### src/rtl/i2s_pkg.sv
// Shared constants and types for the I2S receiver.
package i2s_pkg;

  localparam int unsigned DATA_W_DEF = 24;

  localparam logic LEFT  = 1'b0;
  localparam logic RIGHT = 1'b1;

  typedef enum logic [1:0] {
    SYNC  = 2'd0,
    SHIFT = 2'd1,
    HOLD  = 2'd2
  } state_e;

endpackage

### src/rtl/i2s_sync.sv
// Multi-stage synchronizer: one edge-detected input plus W plain inputs
// delayed by the same number of stages so they line up with the strobe.
module i2s_sync #(
  parameter int unsigned SYNC_STAGES = 2,
  parameter int unsigned W           = 2
) (
  input  logic         clk,
  input  logic         rst_n,
  input  logic         edge_i,
  input  logic [W-1:0] data_i,
  output logic [W-1:0] data_o,
  output logic         rise_c
);

  // One extra stage on the edge path holds the previous synced value.
  logic [SYNC_STAGES:0]          edge_q, edge_d;
  logic [SYNC_STAGES-1:0][W-1:0] data_q, data_d;

  always_comb begin
    edge_d = {edge_q[SYNC_STAGES-1:0], edge_i};
    data_d = {data_q[SYNC_STAGES-2:0], data_i};
  end

  always_ff @(posedge clk or negedge rst_n) begin
    if (!rst_n) begin
      edge_q <= '0;
      data_q <= '0;
    end else begin
      edge_q <= edge_d;
      data_q <= data_d;
    end
  end

  assign data_o = data_q[SYNC_STAGES-1];
  assign rise_c = edge_q[SYNC_STAGES-1] & ~edge_q[SYNC_STAGES];

endmodule

### src/rtl/i2s_rx.sv
// I2S stereo receiver: captures DATA_W-bit left/right words from an
// asynchronous codec bus and presents them as a valid/ready pair.
module i2s_rx
  import i2s_pkg::*;
#(
  parameter int unsigned DATA_W      = DATA_W_DEF,
  parameter int unsigned SYNC_STAGES = 2
) (
  input  logic              clk,
  input  logic              rst_n,
  input  logic              bclk_i,
  input  logic              lrclk_i,
  input  logic              sdata_i,
  input  logic              en_i,
  input  logic              clr_i,
  input  logic              ready_i,
  output logic              valid_o,
  output logic [DATA_W-1:0] data_l_o,
  output logic [DATA_W-1:0] data_r_o,
  output logic              overflow_o,
  output logic              frame_err_o
);

  localparam logic [DATA_W-1:0] MSB_BIT = {1'b1, {(DATA_W-1){1'b0}}};

  logic       bclk_rise_c;
  logic [1:0] ws_sd_s;
  logic       lr_s, sd_s;

  i2s_sync #(
    .SYNC_STAGES(SYNC_STAGES),
    .W          (2)
  ) u_sync (
    .clk   (clk),
    .rst_n (rst_n),
    .edge_i(bclk_i),
    .data_i({lrclk_i, sdata_i}),
    .data_o(ws_sd_s),
    .rise_c(bclk_rise_c)
  );

  assign lr_s = ws_sd_s[1];
  assign sd_s = ws_sd_s[0];

  state_e            state_q, state_d;
  logic              chan_q, chan_d;
  logic              prev_lr_q, prev_lr_d;
  logic [DATA_W-1:0] mask_q, mask_d;
  logic [DATA_W-1:0] shift_q, shift_d;
  logic [DATA_W-1:0] left_q, left_d;
  logic              left_ok_q, left_ok_d;
  logic              valid_q, valid_d;
  logic [DATA_W-1:0] data_l_q, data_l_d;
  logic [DATA_W-1:0] data_r_q, data_r_d;
  logic              ovf_q, ovf_d;
  logic              ferr_q, ferr_d;

  logic              delay_c, word_done_c, pair_c, set_ferr_c;
  logic [DATA_W-1:0] shifted_c, word_c;

  always_comb begin
    state_d     = state_q;
    chan_d      = chan_q;
    prev_lr_d   = prev_lr_q;
    mask_d      = mask_q;
    shift_d     = shift_q;
    left_d      = left_q;
    left_ok_d   = left_ok_q;
    valid_d     = valid_q;
    data_l_d    = data_l_q;
    data_r_d    = data_r_q;
    ovf_d       = clr_i ? 1'b0 : ovf_q;
    ferr_d      = clr_i ? 1'b0 : ferr_q;
    word_done_c = 1'b0;
    pair_c      = 1'b0;
    set_ferr_c  = 1'b0;
    word_c      = shift_q;
    delay_c     = bclk_rise_c && (lr_s != prev_lr_q);
    shifted_c   = sd_s ? (shift_q | mask_q) : shift_q;

    if (bclk_rise_c) prev_lr_d = lr_s;

    if (!en_i) begin
      state_d   = SYNC;
      left_ok_d = 1'b0;
    end else if (bclk_rise_c) begin
      unique case (state_q)
        SYNC: begin
          if (delay_c && lr_s == LEFT) begin
            state_d = SHIFT;
            chan_d  = LEFT;
            mask_d  = MSB_BIT;
            shift_d = '0;
          end
        end
        SHIFT: begin
          if (delay_c) begin
            // Short slot: bits not yet captured are already zero.
            word_done_c = 1'b1;
            word_c      = shift_q;
            set_ferr_c  = 1'b1;
            chan_d      = lr_s;
            mask_d      = MSB_BIT;
            shift_d     = '0;
          end else begin
            shift_d = shifted_c;
            mask_d  = mask_q >> 1;
            if (mask_q[0]) begin
              word_done_c = 1'b1;
              word_c      = shifted_c;
              state_d     = HOLD;
            end
          end
        end
        HOLD: begin
          if (delay_c) begin
            state_d = SHIFT;
            chan_d  = lr_s;
            mask_d  = MSB_BIT;
            shift_d = '0;
          end
        end
        default: state_d = SYNC;
      endcase
    end

    if (word_done_c) begin
      if (chan_q == LEFT) begin
        left_d    = word_c;
        left_ok_d = 1'b1;
      end else if (left_ok_q) begin
        pair_c    = 1'b1;
        left_ok_d = 1'b0;
      end
    end

    if (set_ferr_c) ferr_d = 1'b1;

    // Output handshake: a completed pair overwrites only a free or draining slot.
    if (valid_q && ready_i) valid_d = 1'b0;
    if (pair_c) begin
      if (!valid_q || ready_i) begin
        valid_d  = 1'b1;
        data_l_d = left_q;
        data_r_d = word_c;
      end else begin
        ovf_d = 1'b1;
      end
    end
  end

  always_ff @(posedge clk or negedge rst_n) begin
    if (!rst_n) begin
      state_q   <= SYNC;
      chan_q    <= LEFT;
      prev_lr_q <= 1'b0;
      mask_q    <= '0;
      shift_q   <= '0;
      left_q    <= '0;
      left_ok_q <= 1'b0;
      valid_q   <= 1'b0;
      data_l_q  <= '0;
      data_r_q  <= '0;
      ovf_q     <= 1'b0;
      ferr_q    <= 1'b0;
    end else begin
      state_q   <= state_d;
      chan_q    <= chan_d;
      prev_lr_q <= prev_lr_d;
      mask_q    <= mask_d;
      shift_q   <= shift_d;
      left_q    <= left_d;
      left_ok_q <= left_ok_d;
      valid_q   <= valid_d;
      data_l_q  <= data_l_d;
      data_r_q  <= data_r_d;
      ovf_q     <= ovf_d;
      ferr_q    <= ferr_d;
    end
  end

  assign valid_o     = valid_q;
  assign data_l_o    = data_l_q;
  assign data_r_o    = data_r_q;
  assign overflow_o  = ovf_q;
  assign frame_err_o = ferr_q;

endmodule

### config.mk
export PLATFORM = sky130hd
export DESIGN_NAME = i2s_rx
export DESIGN_NICKNAME = d
export VERILOG_FILES = /design/src/rtl/i2s_pkg.sv /design/src/rtl/i2s_sync.sv /design/src/rtl/i2s_rx.sv
export SDC_FILE = /design/constraint.sdc
export NUM_CORES = 1
export LEC_CHECK = 0
export ABC_CLOCK_PERIOD_IN_PS = 3200
export CAP_MARGIN = 20
export CORE_MARGIN = 2
export CORE_UTILIZATION = 31
export DETAILED_ROUTE_END_ITERATION = 8
export SYNTH_ARGS = -nofsm -noshare
export SYNTH_HDL_FRONTEND = slang
export SYNTH_SLANG_ARGS = --single-unit
### constraint.sdc
create_clock -name clk -period 3.2 [get_ports clk]
set_clock_uncertainty 0.15 [all_clocks]
set_input_delay 0.48 -clock clk [delete_from_list [all_inputs] [get_ports clk]]
set_output_delay 0.48 -clock clk [all_outputs]
set_load 0.1 [all_outputs]
==> results.json <==
{
  "grt_start_max_net_pins": 73,
  "fin_nets": 557,
  "synth_area_leader_cell": "dfrtp_1",
  "p_sw_share_pct": 26.4,
  "powerDensity_nw_per_um2": 727,
  "rows": 48,
  "tns_ns": 0,
  "port_buffers": 58,
  "synth_area_leaders": "dfrtp_1 (63%), a21oi_1 (9.0%), mux2_1 (5.0%), mux2i_1 (4.5%), nor2_1 (3.5%)",
  "antenna_found_initial": 0,
  "clock-sinks": 135,
  "final_common_cell": "dfrtp_1",
  "die_area_um2": 18500,
  "path_max_fanout": 27,
  "cts_max_level": 4,
  "hold_start": "u_sync.edge_q[0]$_DFF_PN0_",
  "wl_per_cell_um": 15.2,
  "dpl.cell_count": 750,
  "r2r_start": "state_q[1]$_DFFE_PN0P_",
  "p_leak_nw": 3.39,
  "cp.required_ns": 3.35,
  "synth_area_um2": 5400,
  "multi_input_area_um2": 1790,
  "setup_viol": 0,
  "ios": 59,
  "clkPwrFrac_pct": 42.5,
  "avgSynthCellArea_um2": 11.2,
  "rsz0062_at_grt": "false",
  "numCtsBuffers": 17,
  "first_iter_violations": 251,
  "clk_latency_ns": 0.41,
  "syn_inst": 481,
  "endpoint_kind": "flop",
  "overflow": 0,
  "power_frac_comb_pct": 11.5,
  "coreArea_um2": 17200,
  "synth_top_area_share_pct": 62.6,
  "seq_area_frac_synth_pct": 62.6,
  "clock.fmax_mhz": 429,
  "synthFlopType": "dfrtp_1",
  "final-hold-violation-count": 0,
  "syn_to_final_growth_pct": 25.5,
  "cts.clk_slew.worst_paths_ns": 0.06,
  "dr_total_vias": 3726,
  "grt_util_all_layers_pct": 13.9,
  "grt_pass1_wl_um": 19700,
  "ir_worst_vdd_uv": 428,
  "p_switching_mw": 1.30,
  "final_cells": 783,
  "power_frac_seq_pct": 46.0,
  "async_flop_share_pct": 100,
  "antenna_cells": 0,
  "synth_cell_type_count": 36,
  "internal-power_mw": 3.62,
  "drive_gt1_share_pct": 18.6,
  "cts_hold_buf": 1,
  "cts.repair.resized": 0,
  "max_slew_margin_pct": 56.9,
  "first_global_vias": 3852,
  "ant_nets": 0,
  "drv_slew": 0,
  "ys_seq_elements": 135,
  "drv_cap": 0,
  "start_util_pct": 31.4,
  "drc_errors": 0,
  "critPathKind": "flop to flop",
  "totalWireLength_um": 11900,
  "syn_nets": 493,
  "mostFrequentLayoutCells": "dfrtp_1 (135), a21oi_1 (96), buf_4 (66)",
  "postCtsSetupBuffers": 0,
  "arrival_ns": 2.48,
  "startpoint_type": "flop",
  "hpwl_um": 7560,
  "routed_via_density": 4.76,
  "root_buffer": "clkbuf_16",
  "cts.path.max_buffers": 2,
  "ys_warn_count": 0,
  "status": "finished clean",
  "startpoint": "state_q[1]$_DFFE_PN0P_",
  "tightest_slew_ns": 0.647,
  "gp_congestion": 0.824,
  "cts_tree": "yes",
  "hp-class": "flop to flop",
  "seqCellArea_um2": 3380,
  "fin_crit_sh_pct": 72.9,
  "timing.final.crit_period_ns": 2.33,
  "firstDrtPassIters": 4,
  "synth-edff-count": 0,
  "die_x_um": 136,
  "fillers": 1666,
  "die_h_um": 136
}
## registers in the layout, indices dropped and copies added, names as in the netlist, 2 cells and up
| register | cells |
|---|---|
| state_q | 2 |
| data_r_o | 24 |
| shift_q | 24 |
| u_sync.data_d | 2 |
| left_q | 24 |
| data_l_o | 24 |
| mask_q | 24 |
| u_sync.data_o | 2 |
| u_sync.edge_q | 3 |
## area by class of cell
type	instances	area share, %
well taps	225	4.16
multi-input cells	289	26.5
clock inverters	12	2.97
clock buffers	20	6.45
repair buffers	74	8.52
flip-flops and latches	135	49.9
inverters	28	1.55
## layer usage
| layer | track usage [%] | up-vias | part of all wire (%) |
|---|---|---|---|
| met2 | 21.8 | 67 | 48 |
| li1 | - | 1796 | - |
| met1 | 17.9 | 1847 | 47 |
| met5 | 0 | - | 0 |
| met3 | 4.47 | 16 | 3.5 |
| met4 | 5.44 | 0 | 1.3 |
## per-stage QoR
step / hold WS, ns / util [%] / total power, mW / area (um2) / setup WS (ns)
2_1_floorplan: 0.0344 / - / 2.64 / 5400 / 0.847
3_3_place_gp: 0.185 / 35.6 / 2.81 / 6120 / 0.489
3_5_place_dp: 0.185 / 35.6 / 2.86 / 6120 / 0.422
4_1_cts: 0.201 / 39.4 / 4.99 / 6770 / 0.857
5_1_grt: 0.205 / 39.4 / 5.19 / 6770 / 0.659
6_report: 0.200 / 39.4 / 4.92 / 6770 / 0.866
## worst max-delay path: stages, from the launching register on
cell and delay [ns]:
dfrtp_1 0.41, inv_1 0.09, ha_1 0.30, inv_1 0.19, a211oi_4 0.19, and2_2 0.18
buf_4 0.31, mux2_1 0.37
## path summary, 6_finish.rpt
check / end / slack, ns / cells past startpoint
worst max-delay path: data_l_o[14]$_DFFE_PN0P_ / 0.87 / 7
worst min-delay path: u_sync.edge_q[1]$_DFF_PN0_ / 0.20 / 0
worst max register to register: data_l_o[14]$_DFFE_PN0P_ / 0.87 / 7
worst min register to register: u_sync.edge_q[1]$_DFF_PN0_ / 0.20 / 0
max in group asynchronous: mask_q[19]$_DFFE_PN0P_ / 1.62 / 3
min in group asynchronous: left_q[0]$_DFFE_PN0P_ / 0.49 / 2
## cells by family after synthesis
kind of cell | after synthesis | share of synthesized area, %
fa+ha+maj | 4 | 0.927
compound gates | 136 | 14.5
buf+inv | 57 | 4.54
simple gates | 99 | 7.56
mux | 48 | 9.46
flops | 135 | 62.6
xor+xnor | 2 | 0.464
## synth_stat cells, types with 2 or more instances
library cell  count
dfrtp_1         135
a21oi_1          97
nor2_1           51
nand2_1          34
inv_1            28
a31oi_1          24
mux2_1           24
mux2i_1          24
clkbuf_1         14
buf_2            10
buf_4             5
ha_1              4
nand2b_1          3
nand3_1           3
a21o_1            2
o21ai_0           2
o22ai_1           2
## power groups by stage
| stage | clock (mW) | sequential, mW | combinational (mW) |
|---|---|---|---|
| after floorplan | 0 | 2.23 | 0.410 |
| after global placement | 0 | 2.27 | 0.540 |
| after detailed placement | 0 | 2.29 | 0.574 |
| after CTS | 2.15 | 2.26 | 0.581 |
| after global routing | 2.23 | 2.31 | 0.655 |
| final | 2.09 | 2.26 | 0.569 |
(Power assumes the default switching activity.)
